===== config.mk =====
export PLATFORM = sky130hd
export DESIGN_NAME = digital_tube_scan_bcd_flat
export DESIGN_NICKNAME = d
export VERILOG_FILES = /design/src/rtl/digital_tube_scan_bcd_if.sv /design/src/rtl/digital_tube_scan_bcd.sv /design/src/flat_wrapper.sv
export SDC_FILE = /design/constraint.sdc
export NUM_CORES = 1
export LEC_CHECK = 0
export CORE_AREA = 5 5 150 109
export DETAILED_ROUTE_END_ITERATION = 8
export DIE_AREA = 0 0 155 114
export GPL_ROUTABILITY_DRIVEN = 0
export PLACE_DENSITY_LB_ADDON = 0.2
export SYNTH_ARGS = -nofsm -noshare
export SYNTH_HDL_FRONTEND = slang
export SYNTH_SLANG_ARGS = --single-unit

===== constraint.sdc =====
create_clock -name CLK -period 1.9 [get_ports CLK]
set_clock_uncertainty 0.2 [all_clocks]
set_input_delay 0.285 -clock CLK [delete_from_list [all_inputs] [get_ports CLK]]
set_output_delay 0.285 -clock CLK [all_outputs]
set_load 0.01 [all_outputs]

===== src/rtl/digital_tube_scan_bcd_if.sv =====
// Bus bundle for the multiplexed seven-segment driver:
// load side (value, strobe, dp mask) and display side (status, segments, digits).
interface digital_tube_scan_bcd_if #(
  parameter int DIGITS = 4,
  parameter int DATA_W = 14
);
  logic [DATA_W-1:0] Number_Data;
  logic              Load;
  logic [DIGITS-1:0] DP_Mask;
  logic              Busy;
  logic              Overflow;
  logic [7:0]        Row_Scan_Sig;
  logic [DIGITS-1:0] Column_Scan_Sig;

  modport master (
    output Number_Data, Load, DP_Mask,
    input  Busy, Overflow, Row_Scan_Sig, Column_Scan_Sig
  );

  modport slave (
    input  Number_Data, Load, DP_Mask,
    output Busy, Overflow, Row_Scan_Sig, Column_Scan_Sig
  );
endinterface


===== src/rtl/digital_tube_scan_bcd.sv =====
// N-digit multiplexed seven-segment driver with a sequential
// shift-add-3 binary-to-BCD converter, zero blanking and overflow dashes.
module digital_tube_scan_bcd #(
  parameter int DIGITS         = 4,
  parameter int DATA_W         = 14,
  parameter int SCAN_DIV       = 50000,
  parameter int SEG_ACTIVE_LOW = 1,
  parameter int DIG_ACTIVE_LOW = 1,
  parameter int BLANK_LZ       = 1
) (
  input logic CLK,
  input logic RST,
  digital_tube_scan_bcd_if.slave bus
);

  // ceil(DATA_W * log10(2)) decimal digits, never fewer than displayed
  localparam int BCD_D = (DATA_W * 30103 + 99999) / 100000;
  localparam int NB    = (BCD_D > DIGITS) ? BCD_D : DIGITS;
  localparam int CW    = $clog2(DATA_W);
  localparam int SW    = $clog2(SCAN_DIV);
  localparam int IW    = $clog2(DIGITS);

  localparam logic [7:0] ROW_OFF =
    (SEG_ACTIVE_LOW != 0) ? 8'hFF : 8'h00;
  localparam logic [DIGITS-1:0] COL_OFF =
    (DIG_ACTIVE_LOW != 0) ? '1 : '0;

  typedef enum logic [1:0] {
    S_IDLE,
    S_CONV,
    S_DONE
  } state_e;

  state_e              state_q, state_d;
  logic [DATA_W-1:0]   bin_q, bin_d;
  logic [4*NB-1:0]     bcd_q, bcd_d;
  logic [4*NB-1:0]     adj;
  logic [CW-1:0]       cnt_q, cnt_d;
  logic [DIGITS-1:0]   dp_pend_q, dp_pend_d;
  logic [4*DIGITS-1:0] disp_q, disp_d;
  logic [DIGITS-1:0]   disp_dp_q, disp_dp_d;
  logic                ovf_q, ovf_d;
  logic [SW-1:0]       scan_q, scan_d;
  logic [IW-1:0]       idx_q, idx_d;
  logic [7:0]          row_q, row_d;
  logic [DIGITS-1:0]   col_q, col_d;

  logic [3:0]          nib;
  logic                hi_zero;
  logic [7:0]          seg;
  logic [DIGITS-1:0]   onehot;

  function automatic logic [6:0] seg7(input logic [3:0] n);
    unique case (n)
      4'd0:    seg7 = 7'h3F;
      4'd1:    seg7 = 7'h06;
      4'd2:    seg7 = 7'h5B;
      4'd3:    seg7 = 7'h4F;
      4'd4:    seg7 = 7'h66;
      4'd5:    seg7 = 7'h6D;
      4'd6:    seg7 = 7'h7D;
      4'd7:    seg7 = 7'h07;
      4'd8:    seg7 = 7'h7F;
      4'd9:    seg7 = 7'h6F;
      default: seg7 = 7'h00;
    endcase
  endfunction

  always_comb begin
    adj = bcd_q;
    for (int i = 0; i < NB; i++) begin
      if (bcd_q[4*i +: 4] >= 4'd5) begin
        adj[4*i +: 4] = bcd_q[4*i +: 4] + 4'd3;
      end
    end
  end

  always_comb begin
    state_d   = state_q;
    bin_d     = bin_q;
    bcd_d     = bcd_q;
    cnt_d     = cnt_q;
    dp_pend_d = dp_pend_q;
    disp_d    = disp_q;
    disp_dp_d = disp_dp_q;
    ovf_d     = ovf_q;
    unique case (state_q)
      S_IDLE: begin
        if (bus.Load) begin
          state_d   = S_CONV;
          bin_d     = bus.Number_Data;
          bcd_d     = '0;
          cnt_d     = '0;
          dp_pend_d = bus.DP_Mask;
        end
      end
      S_CONV: begin
        {bcd_d, bin_d} = {adj[4*NB-2:0], bin_q, 1'b0};
        cnt_d = cnt_q + 1'b1;
        if (cnt_q == CW'(DATA_W - 1)) begin
          state_d = S_DONE;
        end
      end
      S_DONE: begin
        disp_d    = bcd_q[4*DIGITS-1:0];
        disp_dp_d = dp_pend_q;
        ovf_d     = 1'b0;
        for (int i = DIGITS; i < NB; i++) begin
          if (bcd_q[4*i +: 4] != 4'd0) ovf_d = 1'b1;
        end
        state_d = S_IDLE;
      end
      default: state_d = S_IDLE;
    endcase
  end

  always_comb begin
    scan_d = scan_q + 1'b1;
    idx_d  = idx_q;
    if (scan_q == SW'(SCAN_DIV - 1)) begin
      scan_d = '0;
      idx_d  = (idx_q == IW'(DIGITS - 1)) ? '0 : idx_q + 1'b1;
    end
  end

  // Digit i blanks only when it and everything above it is zero
  always_comb begin
    nib     = disp_q[4*idx_q +: 4];
    hi_zero = 1'b1;
    for (int j = 0; j < DIGITS; j++) begin
      if (j >= int'(idx_q) && disp_q[4*j +: 4] != 4'd0) hi_zero = 1'b0;
    end
    seg = {disp_dp_q[idx_q], seg7(nib)};
    if (BLANK_LZ != 0 && idx_q != '0 && hi_zero) seg[6:0] = 7'h00;
    if (ovf_q) seg = 8'h40;
    onehot = DIGITS'(1) << idx_q;
    row_d  = (SEG_ACTIVE_LOW != 0) ? ~seg : seg;
    col_d  = (DIG_ACTIVE_LOW != 0) ? ~onehot : onehot;
  end

  always_ff @(posedge CLK) begin
    if (RST) begin
      state_q   <= S_IDLE;
      bin_q     <= '0;
      bcd_q     <= '0;
      cnt_q     <= '0;
      dp_pend_q <= '0;
      disp_q    <= '0;
      disp_dp_q <= '0;
      ovf_q     <= 1'b0;
      scan_q    <= '0;
      idx_q     <= '0;
      row_q     <= ROW_OFF;
      col_q     <= COL_OFF;
    end else begin
      state_q   <= state_d;
      bin_q     <= bin_d;
      bcd_q     <= bcd_d;
      cnt_q     <= cnt_d;
      dp_pend_q <= dp_pend_d;
      disp_q    <= disp_d;
      disp_dp_q <= disp_dp_d;
      ovf_q     <= ovf_d;
      scan_q    <= scan_d;
      idx_q     <= idx_d;
      row_q     <= row_d;
      col_q     <= col_d;
    end
  end

  assign bus.Busy            = (state_q != S_IDLE);
  assign bus.Overflow        = ovf_q;
  assign bus.Row_Scan_Sig    = row_q;
  assign bus.Column_Scan_Sig = col_q;

endmodule

===== src/flat_wrapper.sv =====
// flat-port wrapper written by rule: the top's interface ports become plain ports
module digital_tube_scan_bcd_flat 
#(
  parameter int DIGITS         = 4,
  parameter int DATA_W         = 14,
  parameter int SCAN_DIV       = 50000,
  parameter int SEG_ACTIVE_LOW = 1,
  parameter int DIG_ACTIVE_LOW = 1,
  parameter int BLANK_LZ       = 1
)
  (CLK, RST, bus_Number_Data, bus_Load, bus_DP_Mask, bus_Busy, bus_Overflow, bus_Row_Scan_Sig, bus_Column_Scan_Sig);
  digital_tube_scan_bcd_if #(.DIGITS(DIGITS), .DATA_W(DATA_W)) bus_i ();
  input logic CLK;
  input logic RST;
  input wire logic [$bits(bus_i.Number_Data)-1:0] bus_Number_Data;
  input wire logic [$bits(bus_i.Load)-1:0] bus_Load;
  input wire logic [$bits(bus_i.DP_Mask)-1:0] bus_DP_Mask;
  output wire logic [$bits(bus_i.Busy)-1:0] bus_Busy;
  output wire logic [$bits(bus_i.Overflow)-1:0] bus_Overflow;
  output wire logic [$bits(bus_i.Row_Scan_Sig)-1:0] bus_Row_Scan_Sig;
  output wire logic [$bits(bus_i.Column_Scan_Sig)-1:0] bus_Column_Scan_Sig;
  assign bus_i.Number_Data = bus_Number_Data;
  assign bus_i.Load = bus_Load;
  assign bus_i.DP_Mask = bus_DP_Mask;
  assign bus_Busy = bus_i.Busy;
  assign bus_Overflow = bus_i.Overflow;
  assign bus_Row_Scan_Sig = bus_i.Row_Scan_Sig;
  assign bus_Column_Scan_Sig = bus_i.Column_Scan_Sig;
  digital_tube_scan_bcd #(.DIGITS(DIGITS), .DATA_W(DATA_W), .SCAN_DIV(SCAN_DIV), .SEG_ACTIVE_LOW(SEG_ACTIVE_LOW), .DIG_ACTIVE_LOW(DIG_ACTIVE_LOW), .BLANK_LZ(BLANK_LZ)) u_core (.CLK(CLK), .RST(RST), .bus(bus_i));
endmodule

# [Word level (Yosys, flattened, before mapping)]
# Memory sizes are Yosys's and may differ from the RTL's.
# Index checks and enable logic that the tools add are counted.
[classes] n_reduce_logical=17 addsub=8 mux=24 eq_ne=7 shifts=2 n_lt_le_gt_ge=9 bitwise=2
[op_table] cell="$pmux W20 S2" n=1
[op_table] cell="$pmux W14 S2" n=1
[op_table] cell="$ge A4 B3 Y1 const B" n=5
[op_table] cell="$mux W20" n=1
[op_table] cell="$mux W4" n=5
[op_table] cell="$reduce_bool A4 Y1" n=5
[op_table] cell="$add A16 B1 Y16 const B" n=1
[op_table] cell="$add A4 B2 Y4 const B" n=4
[op_table] cell="$eq A16 B16 Y1 const B" n=1
[op_table] cell="$shiftx A16 B5 Y4" n=1
[op_table] cell="$mux W14" n=1
[op_table] cell="$mux W8" n=1
[op_table] cell="$not A8 Y8" n=1
[op_table] cell="$pmux W4 S2" n=1
[op_table] cell="$mux W7" n=1
[op_table] cell="$mux W1" n=6
[op_table] cell="$mux W2" n=3
[op_table] cell="$reduce_and A2 Y1" n=3
[op_table] cell="$reduce_bool A2 Y1" n=3
[op_table] cell="$add A4 B1 Y4 const B" n=1
[op_table] cell="$eq A2 B2 Y1 const B" n=2
[op_table] cell="$eq A4 B4 Y1 const B" n=1
[op_table] cell="$ge A1 B2 Y1 const A" n=2
[op_table] cell="$logic_and A1 B1 Y1" n=4
[op_table] cell="14 further kinds" n=14
[totals] register_bits=95 rom_bits=112 elab_cells=82 out_inout_bits=14 n_memories=1 in_bits=21
[memory_table] name="(name not given)" words=16 width=7 read_ports=1 rd_ports_with_merged_regs=0 wr=0 line="digital_tube_scan_bcd.sv:54" rtl="unique case (n)"

# [Longest topological paths before layout]
# Gate-level depths: netlist of the first run.
[depth] depth_word=10 mapped_depth=8 depth_no_buf=7

# [Worst setup path before layout of the first run]
# Ideal clock, no wire load.
[synth_path] kind="register to register" from="register u_core.idx_q[0]" to="register u_core.row_q[0], in the netlist u_core.bus.Row_Scan_Sig[0]" t_arrival_ns=1.712 n_path_buf=1 synth_period_minus_slack_ns=2.055 setup_ns=0.143 required_ns=1.557 path_stages_with_launch=7 path_slack_ns=-0.155 cell_sequence="dfxtp_1 > buf_6 > mux4_1 > ha_1 > and2b_2 > a211oi_1 > o21ai_0"
[synth_between] elab_chain_cells=10 elab_cells_between_ends=17 cone_classes="order compare (3); shift (1); mux (6); bitwise (1); reduce/logical (5); memory (1)"
[synth_rtl] element="start: declaration" line="digital_tube_scan_bcd.sv:44" rtl="logic [IW-1:0] idx_q, idx_d;"
[synth_rtl] element="start signal: assignment" line="digital_tube_scan_bcd.sv:165" rtl="idx_q <= idx_d;"
[synth_rtl] element="branches (longest 7 deep; another with $mem_v2 Z16 W7)"
[synth_rtl] element="$mux W7 *" line="digital_tube_scan_bcd.sv:134" rtl="if (BLANK_LZ != 0 && idx_q != '0 && hi_zero) seg[6:0] = 7'h00;"
[synth_rtl] element="$mux W8 *" line="digital_tube_scan_bcd.sv:135" rtl="if (ovf_q) seg = 8'h40;"
[synth_rtl] element="$not A8 Y8 *" line="digital_tube_scan_bcd.sv:137" rtl="row_d = (SEG_ACTIVE_LOW != 0) ? ~seg : seg;"
[synth_rtl] element="end signal: assignment" line="digital_tube_scan_bcd.sv:166" rtl="row_q <= row_d;"
[synth_rtl] element="end: declaration" line="digital_tube_scan_bcd.sv:45" rtl="logic [7:0] row_q, row_d;"
# Mark *: on every way between the ends.
# A chain may end at the register's enable or synchronous reset.

# [Worst setup path after layout of the first run]
[layout_path] from="register u_core.idx_q[0]" to="register u_core.row_q[3], in the netlist u_core.bus.Row_Scan_Sig[3]"
# Same word-level chain as after synthesis.

==> impl_results.md, run 1 <==
- Status: finished with violations
- Failing checks: setup timing
- Post-synthesis sequential area ratio: 0.4416
- Simple-gate share of the synthesized area: 0.2516
- Post-Synth XOR/XNOR Area: 0.04678
- H-tree depth: 3
- Fmax: 524.2 MHz
- Total I/O pin count: 35
- # rows: 38
- N_diodes: 0
- Main combinational cell family by area after synthesis: simple AND/OR/NAND/NOR gates
- Vias: 3,657
- Die area: about 18,000 sq um
- Startpoint Class: flip-flop
- Starting density of the core: 0.2876
- Crit-path max cell delay: ~570 ps
- Vias per std cell: 4.665
- Post-synth cell types: 37
- # hold bufs at CTS: 0
- Data required time at the worst endpoint: around 2000 ps
- Family with the most delay on the worst path: multiplexers
- First-pass GRT wire length: roughly 17,000 um
- Synth area leaders: dfxtp_1, nor2_1, ha_1
- Initial DRC Count: 122
- Fin. max-slew vios: 0
- Synth-to-Final Area Change: 26.99%
- Vias in the first global route: approximately 3.4k
- Worst setup margin: -7.780 ps
- Cell Pwr Density: approximately 770 nW/um^2
- Worst-path fanout max: 7
- Mapped cell area: 4307 sq um
- Final net count: 624
- Grt total ovfl: 0
- Synthesized netlist cell count: between 500 and 600
- Routed length per placed instance: 12.71 um
- Synth Flop Type: dfxtp_1
- CTS tree: built
- Chip height: roughly 110 um
- Overall routing resource usage: 0.1165
- Core area: 14,980 sq um
- Worst slew pin tran: just under 400 ps
- Crit path max-delay cell type: mux4_2
- Initial antenna violation count: 0
- CTS Buf Count: 9
- Clock insertion delay at the later pin of the skew report: approximately 340 ps
- Clk sink count: between 90 and 100
- Post-Syn Nets: around 570
- Detailed-route DRC error count: 0
- Cell taking the most area after synthesis: dfxtp_1
- WL final: between 9000 and 10,000 um
- # setup viols final: 2
- Die W: between 150 and 200 um
- Worst VDD drop: ~0.44 mV
- MaxCap Viol Count: 0
- DRT antenna net count: 0
- RSZ-0062 raised after global routing: true
- Synth warnings: 0
- Root Buffer: clkbuf_16
- Synth top area share: 0.4416
- Final hold vios: 0
- Port Buf Inserts: 34
- Share of layout cells above drive strength 1: 0.1336
- Mux contribution to synthesized area: 0.03806
- Buf/Inv on CP: 1
- Synth Area in Adders: 0.06682
- CP endpoint kind: flip-flop
- Asr flop ratio synth: 0
- Critical-path cell list: mux4_2, inv_1, ha_1, a21oi_1, nor2_1, o21ai_1
- Crit Path Class: reg -> reg
- Headroom to the max-slew limit: 0.7399
- Number of synthesized register bits: 95
- Detail Placement HPWL: ~7000 um
- WP data arrival: between 1500 and 2000 ps
- EDFF count, synth: 0
- Tmin final: 1908 ps
- Lkg Pwr: roughly 2.0 nW
- Clock buffer depth: 2
- First-pass iteration count of the detailed router: 6
- Largest net degree at the start of global routing: 41
- Total power: around 0.0042 W
- Clk pin slew, worst setup/hold paths: 70 ps
- Post-synthesis compound-gate area fraction: 0.1055
- Setup WS pre-CTS: -129.3 ps
- Syn Area/Cell: about 8.2 sq um
- Period utilization: 1.004
- Worst hold path type: in -> reg
- Fillers: between 1.5k and 2k
layer usage:
| metal | GRT usage | share of wire | vias to the layer above | wire (um) |
|---|---|---|---|---|
| li1 | - | - | 1881 | - |
| met3 | 0.03034 | 0.044 | 10 | 441 |
| met1 | 0.1717 | 0.53 | 1709 | 5332 |
| met2 | 0.1661 | 0.41 | 57 | 4083 |
| met5 | 0 | 0 | - | 0 |
| met4 | 0.03529 | 0.011 | 0 | 109 |
Yosys cell counts, types with 2 or more instances:
| cell | number |
|---|---|
| dfxtp_1 | 95 |
| nor2_1 | 79 |
| nand2_1 | 67 |
| a21oi_1 | 55 |
| nand3_1 | 26 |
| clkbuf_1 | 25 |
| ha_1 | 23 |
| inv_1 | 22 |
| o21ai_0 | 18 |
| nor3_1 | 15 |
| nor4_1 | 14 |
| nand2b_1 | 12 |
| xor2_1 | 12 |
| xnor2_1 | 11 |
| nand4_1 | 6 |
| a31oi_1 | 5 |
| and2_1 | 5 |
| mux2i_1 | 4 |
| nor2b_1 | 4 |
| and3_1 | 3 |
| buf_2 | 3 |
| mux4_1 | 3 |
| a211oi_1 | 2 |
| buf_6 | 2 |
| mux4_2 | 2 |
power by group:
part | total, W | leakage [nW] | switching (W) | internal [W]
clock | 0.00181 | 0.138 | 0.000786 | 0.00102
combinational | 0.000309 | 1.13 | 0.000172 | 0.000138
sequential | 0.00207 | 0.775 | 0.0000296 | 0.00204
cell type report:
type,count,area [sq um],area share
inverters,22,82.58,0.01510
repair buffers,73,671.9,0.1229
well taps,200,250.2,0.04576
clock inverters,6,67.56,0.01235
flip-flops and latches,95,1912,0.3496
multi-input cells,379,2260,0.4132
clock buffers,9,225.2,0.04118
sequential cells by signal, indices dropped and copies added (netlist names):
signal                      flops
u_core.bus.Column_Scan_Sig      4
u_core.idx_q                    2
u_core.bus.Overflow             1
u_core.state_q                  2
u_core.bus.Row_Scan_Sig         8
u_core.bcd_q                   20
u_core.bin_q                   14
u_core.cnt_q                    4
u_core.disp_q                  16
u_core.dp_pend_q                4
u_core.disp_dp_q                4
u_core.scan_q                  16
stage by stage:
| stage | TNS [ps] | utilization | hold WS (ps) | instances | instance area [sq um] |
|---|---|---|---|---|---|
| finish | -13.13 | 0.3652 | 67.37 | 784 | 5469 |
| global route | -361.1 | 0.3652 | 82.07 | 784 | 5469 |
| CTS | -34.49 | 0.3612 | 64.71 | 783 | 5410 |
| detailed placement | -353.0 | 0.3390 | 242.2 | 767 | 5077 |
| global placement | -114.0 | 0.3390 | 241.9 | 767 | 5077 |
| floorplan | -39.17 | - | 221.0 | 525 | 4302 |
repair_timing:
item / CTS / global route
resized for setup: 6 / 15
pin swaps: 0 / 1
cloned: 1 / 0
setup endpoints to repair: 8 / 10
buffers inserted: 0 / 1
hold endpoints to repair: 0 / 0
cell families (layout without fill, tap and decap cells):
| kind of cell | Yosys count | after routing |
|---|---|---|
| compound gates | 85 | 85 |
| xor+xnor | 23 | 23 |
| fa+ha+maj | 23 | 23 |
| simple gates | 238 | 238 |
| buf+inv | 52 | 110 |
| mux | 9 | 10 |
| flops | 95 | 95 |
worst paths after layout:
path / start / endpoint / slack (ps) / cells past startpoint
worst min-delay path: RST / u_core.disp_q[1] / 70 / 2
worst min register to register: u_core.bin_q[13] / u_core.bcd_q[0] / 250 / 2
worst max-delay path: u_core.idx_q[0] / u_core.bus.Row_Scan_Sig[3] / -8 / 6
worst max register to register: u_core.idx_q[0] / u_core.bus.Row_Scan_Sig[3] / -8 / 6
cells in the final DEF, fill, tap and decap left out, drive strengths merged, types with 9 or more instances in the layout:
master	count
xnor2	11
nor4	14
nor3	15
nand2b	12
ha	23
dfxtp	95
nand2	67
o21ai	18
inv	24
xor2	12
a21oi	55
nand3	26
buf	40
clkbuf	9
nor2	79
clkdlybuf4s50	32
(Power assumes the default switching activity.)
==> run 2, diff against run 1 <==
--- a/config.mk
+++ b/config.mk
@@ -5,10 +5,12 @@
 export SDC_FILE = /design/constraint.sdc
 export NUM_CORES = 1
 export LEC_CHECK = 0
+export CAP_MARGIN = 20
 export CORE_AREA = 5 5 150 109
 export DETAILED_ROUTE_END_ITERATION = 8
 export DIE_AREA = 0 0 155 114
 export GPL_ROUTABILITY_DRIVEN = 0
+export HOLD_SLACK_MARGIN = 0.12
 export PLACE_DENSITY_LB_ADDON = 0.2
 export SYNTH_ARGS = -nofsm -noshare
 export SYNTH_HDL_FRONTEND = slang
==> impl_results.md, run 2 (synthesis gave the netlist of run 1 again) <==
- Status: finished with violations
- Failing checks: setup timing
- Clk sink count: 95 (unchanged)
- Lkg Pwr: 2.051 nW (+0.20%)
- Crit-path max cell delay: 570 ps (about the same)
- Starting density of the core: 0.2876 (unchanged)
- H-tree depth: 3 (unchanged)
- RSZ-0062 raised after global routing: true
- Grt total ovfl: 0 (unchanged)
- Area of the multi-input gates: 2260 sq um (unchanged)
- CTS tree: built
- Detailed-route DRC error count: 0 (unchanged)
- Die W: 155 um (unchanged)
- Max reg flops: 20 (unchanged)
- Clock insertion delay at the later pin of the skew report: 340 ps (about the same)
- Startpoint Class: flip-flop
- Fmax: 524.2 MHz (about the same)
- Die area: 17,670 sq um (unchanged)
- Max Used Layer: met4
- CP endpoint kind: flip-flop
- CTS Buf Count: 9 (unchanged)
- Chip height: 114 um (unchanged)
- Overall routing resource usage: 0.1165 (unchanged)
- Cell Pwr Density: 764.4 nW/um^2 (-0.12%)
- Clock group share of total power: 0.431 (about the same)
- # rows: 38 (unchanged)
- Period utilization: 1.004 (about the same)
- Fillers: 1,592 (unchanged)
- Detail Placement HPWL: 7156 um (unchanged)
- Total I/O pin count: 35 (unchanged)
- Worst setup margin: -7.771 ps (+0.009320 ps)
- Worst-path fanout max: 7 (unchanged)
- First-pass GRT wire length: 16,820 um (unchanged)
- Headroom to the max-slew limit: 0.7399 (unchanged)
- Largest net degree at the start of global routing: 41 (unchanged)
- Met2 WL post-DR: 4076 um (-0.17%)
- Commonest non-fill, non-tap cell in the layout: dfxtp_1
- Combinational power share: 0.074 (about the same)
- Vias per std cell: 4.655 (-0.21%)
- First-pass iteration count of the detailed router: 4 (-2)
- Met3 wire len: 434 um (-1.6%)
- WHS: 252.0 ps (+184.6 ps)
- Clock buffer depth: 2 (unchanged)
- Core area: 14,980 sq um (unchanged)
- Vias in the first global route: 3,407 (+0.088%)
- Worst VDD drop: 0.4434 mV (about the same)
- M1 WL: 5357 um (+0.47%)
- WP data arrival: 1980 ps (about the same)
- Worst reg2reg path startpoint: u_core.idx_q[0]
- R2R depth: 6 (unchanged)
- Share of layout cells above drive strength 1: 0.1333 (-0.0002283)
- MaxCap Viol Count: 0 (unchanged)
- Initial antenna violation count: 0 (unchanged)
- Critical-path cell list: mux4_2, inv_1, ha_1, a21oi_1, nor2_1, o21ai_1
- Switching Power: 0.0009880 W (+0.11%)
- Final hold vios: 0 (unchanged)
- Biggest register: u_core.bcd_q
- WL final: 9977 um (+0.10%)
- N_diodes: 0 (unchanged)
- DRT antenna net count: 0 (unchanged)
- Synth-to-Final Area Change: 27.22%
- WP depth: 6 (unchanged)
- Buf/Inv on CP: 1 (unchanged)
- Largest registers: u_core.bcd_q (20), u_core.disp_q (16), u_core.scan_q (16)
- Crit path max-delay cell type: mux4_2
- Placed cell area: 5077 sq um (unchanged)
- Crit path to: u_core.bus.Row_Scan_Sig[3]
- Crit path from: u_core.idx_q[0]
- Port Buf Inserts: 34 (unchanged)
- Vias: 3,654 (-0.082%)
- Commonest cells after routing, fill and taps aside: dfxtp_1, nor2_1, nand2_1, a21oi_1, buf_4
- Internal power: 0.003200 W (about the same)
- Root Buffer: clkbuf_16
- Routed length per placed instance: 12.71 um (about the same)
- Crit Path Class: reg -> reg
- Critical R2R Capture: u_core.bus.Row_Scan_Sig[3]
- R2r setup slk: -8 ps (about the same)
- # setup viols final: 2 (unchanged)
- Design Area, Final: 5479 sq um (+0.18%)
- Final net count: 625 (+0.16%)
- Family with the most delay on the worst path: multiplexers
- Register Area: 1912 sq um (unchanged)
- Tmin final: 1908 ps (-0.009320 ps)
- Fin. max-slew vios: 0 (unchanged)
- Worst hold path type: reg -> reg
- Sw Ratio: 0.2359 (about the same)
- Seq pwr share: 0.494 (about the same)
- Clk pin slew, worst setup/hold paths: 70 ps (about the same)
- Data required time at the worst endpoint: 1980 ps (about the same)
- Initial DRC Count: 135 (+11%)
- Worst slew pin tran: 386.6 ps (unchanged)
[run 2: changes by cell type in the layout (fill, tap and decap cells not counted)]
cell,change
dlygate4sd3_1,+1
[run 2: through the flow]
step | std cells | setup slack, ps | utilization | total power (W) | TNS (ps)
2_1_floorplan | 525 | -39.17 | - | 0.002279 | -39.17
3_3_place_gp | 767 | -81.85 | 0.3390 | 0.002425 | -114.0
3_5_place_dp | 767 | -129.3 | 0.3390 | 0.002431 | -353.0
4_1_cts | 784 | -24.04 | 0.3619 | 0.004251 | -34.49
5_1_grt | 785 | -70.13 | 0.3658 | 0.004350 | -361.1
6_report | 785 | -7.771 | 0.3658 | 0.004188 | -13.12
[run 2: final cells by class]
cell class,count,share of cell area
Multi-Input combinational cell,379,0.4124
Inverter,22,0.01507
Clock buffer,9,0.04111
Sequential cell,95,0.3489
Timing Repair Buffer,74,0.1245
Clock inverter,6,0.01233
Tap cell,200,0.04567
[run 2: power by group through the flow]
stage          logic (W)  clock network, W  registers, W
6_report        0.000311           0.00181       0.00207
5_1_grt         0.000350           0.00193       0.00208
4_1_cts         0.000316           0.00186       0.00207
3_5_place_dp    0.000312                 0       0.00212
3_3_place_gp    0.000308                 0       0.00212
2_1_floorplan   0.000162                 0       0.00212
[run 2: worst min path at each step]
stage / startpoint / endpoint / slack, ps / cells past startpoint
global placement: u_core.bin_q[13] / u_core.bcd_q[0] / 240 / 2
floorplan: bus_DP_Mask[0] / u_core.dp_pend_q[0] / 220 / 2
detailed placement: u_core.bin_q[13] / u_core.bcd_q[0] / 240 / 2
CTS: u_core.bin_q[13] / u_core.bcd_q[0] / 250 / 2
finish: u_core.bin_q[13] / u_core.bcd_q[0] / 250 / 2
global route: u_core.disp_dp_q[2] / u_core.disp_dp_q[2] / 280 / 2
[run 2: what timing repair did]
item	in CTS	in global routing
endpoints found under the hold margin	3	0
pin swaps	0	1
gates cloned	1	0
buffers inserted	0	1
endpoints found under the setup margin	8	10
gates resized for setup	6	15
hold buffers	1	0
[run 2: tightest hold or removal path, cell delays in order (launching register included)]
cell and delay [ps]:
dfxtp_1 310, nand2_1 50, a21oi_1 50
[run 2: routing by layer]
metal,vias to the layer above,GRT usage
li1,1882,-
met1,1707,0.1717
met2,55,0.1661
met3,10,0.03034
met4,0,0.03529
met5,-,0
